===== src/rtl/crc_host_pkg.sv =====
// crc_host_pkg: shared types and constants for the clk_1-side CRC job requester.
package crc_host_pkg;

    localparam int MSG_W = 60;

    localparam logic CRC_SEL_CRC8 = 1'b0;
    localparam logic CRC_SEL_CRC5 = 1'b1;

    localparam logic MODE_GEN = 1'b0;
    localparam logic MODE_CHK = 1'b1;

    typedef enum logic [1:0] {
        ST_IDLE   = 2'd0,
        ST_LAUNCH = 2'd1,
        ST_WAIT   = 2'd2,
        ST_RESP   = 2'd3
    } state_t;

    // A check-mode result is a failure whenever the engine reports any non-zero residue.
    function automatic logic check_failed(input logic mode, input logic [MSG_W-1:0] result);
        return (mode == MODE_CHK) && (|result);
    endfunction

endpackage


===== src/rtl/crc_host_sync.sv =====
// crc_host_sync: pSTAGES-deep synchronizer for the engine done flag followed by a
// rising-edge detector that emits a registered one-cycle pulse in the clk_1 domain.
module crc_host_sync #(
    parameter int pSTAGES = 2
) (
    input  logic clk_1,
    input  logic rst_n,
    input  logic i_async,
    output logic o_pulse
);

    logic [pSTAGES-1:0] r_sync;
    logic               r_prev;
    logic               r_pulse;

    // Parameter sanity: a single flop is not a synchronizer.
    generate
        if (pSTAGES < 2) begin : g_bad_stages
            $error("crc_host_sync: pSTAGES must be at least 2");
        end
    endgenerate

    // Shift the asynchronous flag through the synchronizer chain.
    always_ff @(posedge clk_1 or negedge rst_n) begin
        if (!rst_n) begin
            r_sync <= '0;
        end else begin
            r_sync <= {r_sync[pSTAGES-2:0], i_async};
        end
    end

    // Track the previous synchronized level and register the rising edge as a pulse.
    always_ff @(posedge clk_1 or negedge rst_n) begin
        if (!rst_n) begin
            r_prev  <= 1'b0;
            r_pulse <= 1'b0;
        end else begin
            r_prev  <= r_sync[pSTAGES-1];
            r_pulse <= r_sync[pSTAGES-1] & ~r_prev;
        end
    end

    assign o_pulse = r_pulse;

endmodule


===== src/rtl/crc_host_ctrl.sv =====
// crc_host_ctrl: clk_1-side requester for the clk_2 CRC engine. Accepts one job,
// launches it with a pFLAG_CYCLES-wide flag, waits for the synchronized done pulse,
// captures the engine result and hands it downstream.
// Optional build macro: CRC_HOST_TIMEOUT_EN adds a WAIT watchdog of pTIMEOUT cycles.
module crc_host_ctrl
    import crc_host_pkg::*;
#(
    parameter int pSTAGES      = 2,
    parameter int pFLAG_CYCLES = 1,
    parameter int pTIMEOUT     = 1023
) (
    input  logic             clk_1,
    input  logic             rst_n,
    input  logic             in_valid,
    input  logic [MSG_W-1:0] in_message,
    input  logic             in_CRC,
    input  logic             in_mode,
    output logic             in_ready,
    output logic [MSG_W-1:0] clk1_message,
    output logic             clk1_CRC,
    output logic             clk1_mode,
    output logic             clk1_flag,
    input  logic [MSG_W-1:0] clk2_out,
    input  logic             clk2_flag,
    output logic             out_valid,
    output logic [MSG_W-1:0] out_data,
    output logic             out_crc_fail,
    output logic             out_timeout,
    input  logic             out_ready
);

    localparam int FC_W = (pFLAG_CYCLES < 2) ? 1 : $clog2(pFLAG_CYCLES + 1);
    localparam logic [FC_W-1:0] FC_LAST = FC_W'(pFLAG_CYCLES);

    state_t           r_state;
    state_t           w_state_next;
    logic             w_accept;
    logic             w_launch_done;
    logic             w_edge;
    logic             w_edge_in_wait;
    logic             w_timeout_hit;
    logic [FC_W-1:0]  r_flag_cnt;
    logic             r_clk1_flag;
    logic [MSG_W-1:0] r_clk1_message;
    logic             r_clk1_crc;
    logic             r_clk1_mode;
    logic [MSG_W-1:0] r_out_data;
    logic             r_out_crc_fail;

    // Parameter sanity for the launch width and the watchdog limit.
    generate
        if (pFLAG_CYCLES < 1 || pTIMEOUT < 1) begin : g_bad_params
            $error("crc_host_ctrl: pFLAG_CYCLES and pTIMEOUT must be at least 1");
        end
    endgenerate

    crc_host_sync #(
        .pSTAGES (pSTAGES)
    ) u_sync (
        .clk_1   (clk_1),
        .rst_n   (rst_n),
        .i_async (clk2_flag),
        .o_pulse (w_edge)
    );

    // The detector keeps running in every state; only WAIT acts on its pulse.
    assign w_accept       = (r_state == ST_IDLE) && in_valid;
    assign w_launch_done  = (r_state == ST_LAUNCH) && (r_flag_cnt == FC_LAST);
    assign w_edge_in_wait = (r_state == ST_WAIT) && w_edge;

`ifdef CRC_HOST_TIMEOUT_EN
    localparam int TO_W = ($clog2(pTIMEOUT + 1) < 10) ? 10 : $clog2(pTIMEOUT + 1);

    logic [TO_W-1:0] r_wait_cnt;
    logic            r_timeout;

    // Watchdog counter: cleared on WAIT entry, counts every WAIT cycle.
    always_ff @(posedge clk_1 or negedge rst_n) begin
        if (!rst_n) begin
            r_wait_cnt <= '0;
        end else if (w_launch_done) begin
            r_wait_cnt <= '0;
        end else if (r_state == ST_WAIT) begin
            r_wait_cnt <= r_wait_cnt + TO_W'(1);
        end
    end

    // A done edge in the limit cycle takes priority over the watchdog.
    assign w_timeout_hit = (r_state == ST_WAIT) && !w_edge && (r_wait_cnt == TO_W'(pTIMEOUT));

    // Timeout flag travels with the captured result.
    always_ff @(posedge clk_1 or negedge rst_n) begin
        if (!rst_n) begin
            r_timeout <= 1'b0;
        end else if (w_edge_in_wait) begin
            r_timeout <= 1'b0;
        end else if (w_timeout_hit) begin
            r_timeout <= 1'b1;
        end
    end

    assign out_timeout = r_timeout;
`else
    assign w_timeout_hit = 1'b0;
    assign out_timeout   = 1'b0;
`endif

    // State register.
    always_ff @(posedge clk_1 or negedge rst_n) begin
        if (!rst_n) begin
            r_state <= ST_IDLE;
        end else begin
            r_state <= w_state_next;
        end
    end

    // Next-state decode and handshake outputs.
    always_comb begin
        w_state_next = r_state;
        in_ready     = 1'b0;
        out_valid    = 1'b0;
        case (r_state)
            ST_IDLE: begin
                in_ready = 1'b1;
                if (in_valid) begin
                    w_state_next = ST_LAUNCH;
                end
            end
            ST_LAUNCH: begin
                if (r_flag_cnt == FC_LAST) begin
                    w_state_next = ST_WAIT;
                end
            end
            ST_WAIT: begin
                if (w_edge || w_timeout_hit) begin
                    w_state_next = ST_RESP;
                end
            end
            ST_RESP: begin
                out_valid = 1'b1;
                if (out_ready) begin
                    w_state_next = ST_IDLE;
                end
            end
            default: begin
                w_state_next = ST_IDLE;
            end
        endcase
    end

    // Job registers: loaded on acceptance, held until the next acceptance.
    always_ff @(posedge clk_1 or negedge rst_n) begin
        if (!rst_n) begin
            r_clk1_message <= '0;
            r_clk1_crc     <= CRC_SEL_CRC8;
            r_clk1_mode    <= MODE_GEN;
        end else if (w_accept) begin
            r_clk1_message <= in_message;
            r_clk1_crc     <= in_CRC;
            r_clk1_mode    <= in_mode;
        end
    end

    // Launch flag is a flop so the engine sees a glitch-free pulse of pFLAG_CYCLES cycles.
    always_ff @(posedge clk_1 or negedge rst_n) begin
        if (!rst_n) begin
            r_clk1_flag <= 1'b0;
            r_flag_cnt  <= '0;
        end else if (w_accept) begin
            r_clk1_flag <= 1'b1;
            r_flag_cnt  <= FC_W'(1);
        end else if (r_state == ST_LAUNCH) begin
            if (w_launch_done) begin
                r_clk1_flag <= 1'b0;
            end else begin
                r_flag_cnt <= r_flag_cnt + FC_W'(1);
            end
        end
    end

    // Result capture: only WAIT updates the outputs, so they hold throughout RESP.
    always_ff @(posedge clk_1 or negedge rst_n) begin
        if (!rst_n) begin
            r_out_data     <= '0;
            r_out_crc_fail <= 1'b0;
        end else if (w_edge_in_wait) begin
            r_out_data     <= clk2_out;
            r_out_crc_fail <= check_failed(r_clk1_mode, clk2_out);
        end else if (w_timeout_hit) begin
            r_out_data     <= '0;
            r_out_crc_fail <= 1'b0;
        end
    end

    assign clk1_message = r_clk1_message;
    assign clk1_CRC     = r_clk1_crc;
    assign clk1_mode    = r_clk1_mode;
    assign clk1_flag    = r_clk1_flag;
    assign out_data     = r_out_data;
    assign out_crc_fail = r_out_crc_fail;

endmodule


===== config.mk =====
export PLATFORM = sky130hd
export DESIGN_NAME = crc_host_ctrl
export DESIGN_NICKNAME = d
export VERILOG_FILES = /design/src/rtl/crc_host_pkg.sv /design/src/rtl/crc_host_sync.sv /design/src/rtl/crc_host_ctrl.sv
export SDC_FILE = /design/constraint.sdc
export NUM_CORES = 1
export LEC_CHECK = 0
export ABC_AREA = 1
export BUFFER_PORTS_ARGS = -buffer_cell sky130_fd_sc_hd__buf_4
export CORE_UTILIZATION = 44
export CTS_BUF_LIST = sky130_fd_sc_hd__clkbuf_4 sky130_fd_sc_hd__clkbuf_8
export DETAILED_ROUTE_END_ITERATION = 8
export PLACE_DENSITY = 0.79
export SLEW_MARGIN = 20
export SYNTH_ARGS = -nofsm -noshare
export SYNTH_HDL_FRONTEND = slang
export SYNTH_SLANG_ARGS = --single-unit

===== constraint.sdc =====
create_clock -name clk_1 -period 1.4 [get_ports clk_1]
set_input_delay 0.07 -clock clk_1 [delete_from_list [all_inputs] [get_ports clk_1]]
set_output_delay 0.07 -clock clk_1 [all_outputs]
set_load 0.01 [all_outputs]

==> flow_summary.yaml <==
yosys:
  ys_ff_latch: 131
  yosysSeqAreaShare_pct: 60.0
  synth_nets: 499
  synthTopCellsByArea: "dfrtp_1, mux2_4, mux2_2"
  netlist_instances: 368
  synth_top_cell_area_share_pct: 60.0
  syn_area_sq_mm: 0.00547
  ys_warn_count: 0
  yosysUniqueCellTypes: 14
  synth_area_per_cell_sq_um: 14.9
  yosysTopAreaCell: "dfrtp_1"
pwr:
  p_switching_mw: 6.52
  leakagePower_nw: 4.83
  pwr-share-clk_pct: 15.5
  comb_power_share_pct: 48.5
  p_int_mw: 13.0
  peakVddDrop_v: 0.00115
  total_power_mw: 19.5
  powerDensity_mw_per_mm2: 2040
  pwr-share-seq_pct: 36.0
  switching_share_pct: 33.4
clocking:
  cts_sinks: 131
  root_buffer: "clkbuf_8"
  numCtsBuffers: 17
  clock_latency_ps: 450
  htree_num_levels: 4
  clockBufferDepth: 2
  clk_pin_slew_ps: 70
  cts_tree: "done"
placed_design:
  gp_congestion: 0.804
  place_hpwl_um: 10500
  port_buffers: 252
  place_area_sq_mm: 0.00772
worst_setup_path:
  crit_path_max_fanout: 10
  setup.worst_path.start_class: "flip-flop"
  reg2reg_from: "r_state[0]"
  worstSetupStartpoint: "r_state[0]"
  path_class: "flip-flop to flip-flop"
  end_kind: "flip-flop"
  worst_ep_arrival_time_ps: 1790
  required_ps: 1730
finish:
  nFillCells: 620
  final_layout_size_suffix_gt1_share_pct: 56.1
  fin_nets: 910
  area_delta_synth_final_pct: 75.4
  layout_common_cells: "buf_4, dfrtp_1, dlygate4sd3_1"
  fin_area_sq_mm: 0.00958
  layout_commonest_cell: "buf_4"
floorplanning:
  ios: 254
  initial_core_util_pct: 45.3
  rows: 40
  dieHeight_um: 113
  dieWidth_um: 113
  dieArea_sq_mm: 0.0129
  core-area_sq_mm: 0.0121
sta:
  fmax_mhz: 682
  rsz0062_at_grt: "true"
  slew_viol_final: 0
  skew_ps: 10.4
  period_minus_slack_ps: 1470
  fin_crit_sh_pct: 105
  finalWorstSetupSlack_ps: -66.3
  whs_ps: 84.4
  final-setup-viol-count: 80
  finalHoldViolCount: 0
hold_path:
  hold_class: "input port to flip-flop"
  worstHoldStart: "out_ready"
route:
  via_per_inst: 4.96
  drcViolationCount: 0
  drt_first_iter_violations: 292
  wl_met3_um: 1370
  wl_met1_um: 6820
  drt_wl_total_um: 19400
  vias: 4766
  ant_nets: 0
  routedWlPerCell_um: 20.3
  dr.pass1.iters: 4
  route.met2.wl_um: 10300
  top_layer: "met4"
grt:
  grt_max_degree: 35
  antenna_found_initial: 2
  track_usage_pct: 28.9
  grt_overflow: 0
  grt_pass1_vias: 5112
  grt_pass1_wl_um: 27600
run:
  drv_cap: 0
outcome:
  violations: "negative setup slack"
  outcome: "finished with violations"
worst max-delay path: stages (launching register included):
cell       delay [ps]
dfrtp_1           390
inv_2             110
ha_4              210
nand2_8           100
clkbuf_16         210
mux2_4            320
metal layers:
layer / up-vias / global-route usage [%]
li1: 2052 / -
met1: 2381 / 28.9
met2: 253 / 53.1
met3: 80 / 8.82
met4: 0 / 16.8
met5: - / 0
final timing paths:
kind                               endpoint  cells past startpoint  slack [ps]
min in group asynchronous  clk1_message[33]                      2         110
max                            out_data[30]                      5         -70
min                              r_state[1]                      4          80
max reg2reg                    out_data[30]                      5         -70
min reg2reg                u_sync.r_sync[1]                      0         370
max in group asynchronous  clk1_message[40]                      3         710
kinds of logic (layout without fill, tap and decap cells):
logic type | Yosys count | after routing | synth area share [%]
compound gates | 10 | 10 | 0.961
fa+ha+maj | 4 | 4 | 0.916
other cells | 1 | 3 | 0.0686
simple gates | 78 | 79 | 5.36
mux | 117 | 117 | 29.3
flops | 131 | 131 | 60.0
buf+inv | 27 | 448 | 3.39
sequential cells by signal, indices dropped and copies added, names as in the netlist, 2 cells and up:
signal / flops
clk1_message: 60
out_data: 60
r_state: 2
u_sync.r_sync: 2
Yosys cell counts, drive strengths merged:
cell	count
o22ai	2
ha	4
dfrtp	131
buf	15
conb	1
mux2	117
nand2	35
a21oi	1
inv	12
nor2	43
o21ai	7
stage by stage:
step,setup WS [ps],cells,utilization [%],TNS (ps)
final,-66.3,960,79.5,-1540
after global routing,-108,960,79.5,-6000
after CTS,-60.1,950,77.6,-1550
after detailed placement,-58.4,796,64.0,-1640
after global placement,-6.50,796,64.0,-47.1
after floorplan,-15.6,368,-,-878
power groups by stage:
| stage | Sequential [mW] | Clock (mW) | Combinational [mW] |
|---|---|---|---|
| after floorplan | 7.54 | 0 | 3.44 |
| after global placement | 6.76 | 0 | 8.17 |
| after detailed placement | 6.83 | 0 | 8.42 |
| after CTS | 6.81 | 3.02 | 8.83 |
| after global routing | 7.20 | 3.25 | 9.93 |
| final | 7.03 | 3.03 | 9.47 |
cell type report:
type,instances,area [sq um],area share (%)
antenna,2,5.00,0.0522
clock buffer,24,305,3.19
clock inverter,6,55.1,0.574
inverter,12,45.0,0.470
multi-input combinational,211,2110,22.0
sequential,131,3280,34.2
tap,168,210,2.19
timing repair buffer,406,3580,37.3
repair_timing:
| action | CTS | global route |
|---|---|---|
| hold endpoints to repair | 254 | 0 |
| pin swaps | 1 | 4 |
| buffers inserted | 0 | 2 |
| endpoints found under the setup margin | 97 | 124 |
| gates cloned | 0 | 6 |
| resized for setup | 11 | 20 |
| hold buffers | 124 | 0 |
Note: power is estimated with default switching activity, not from simulation.
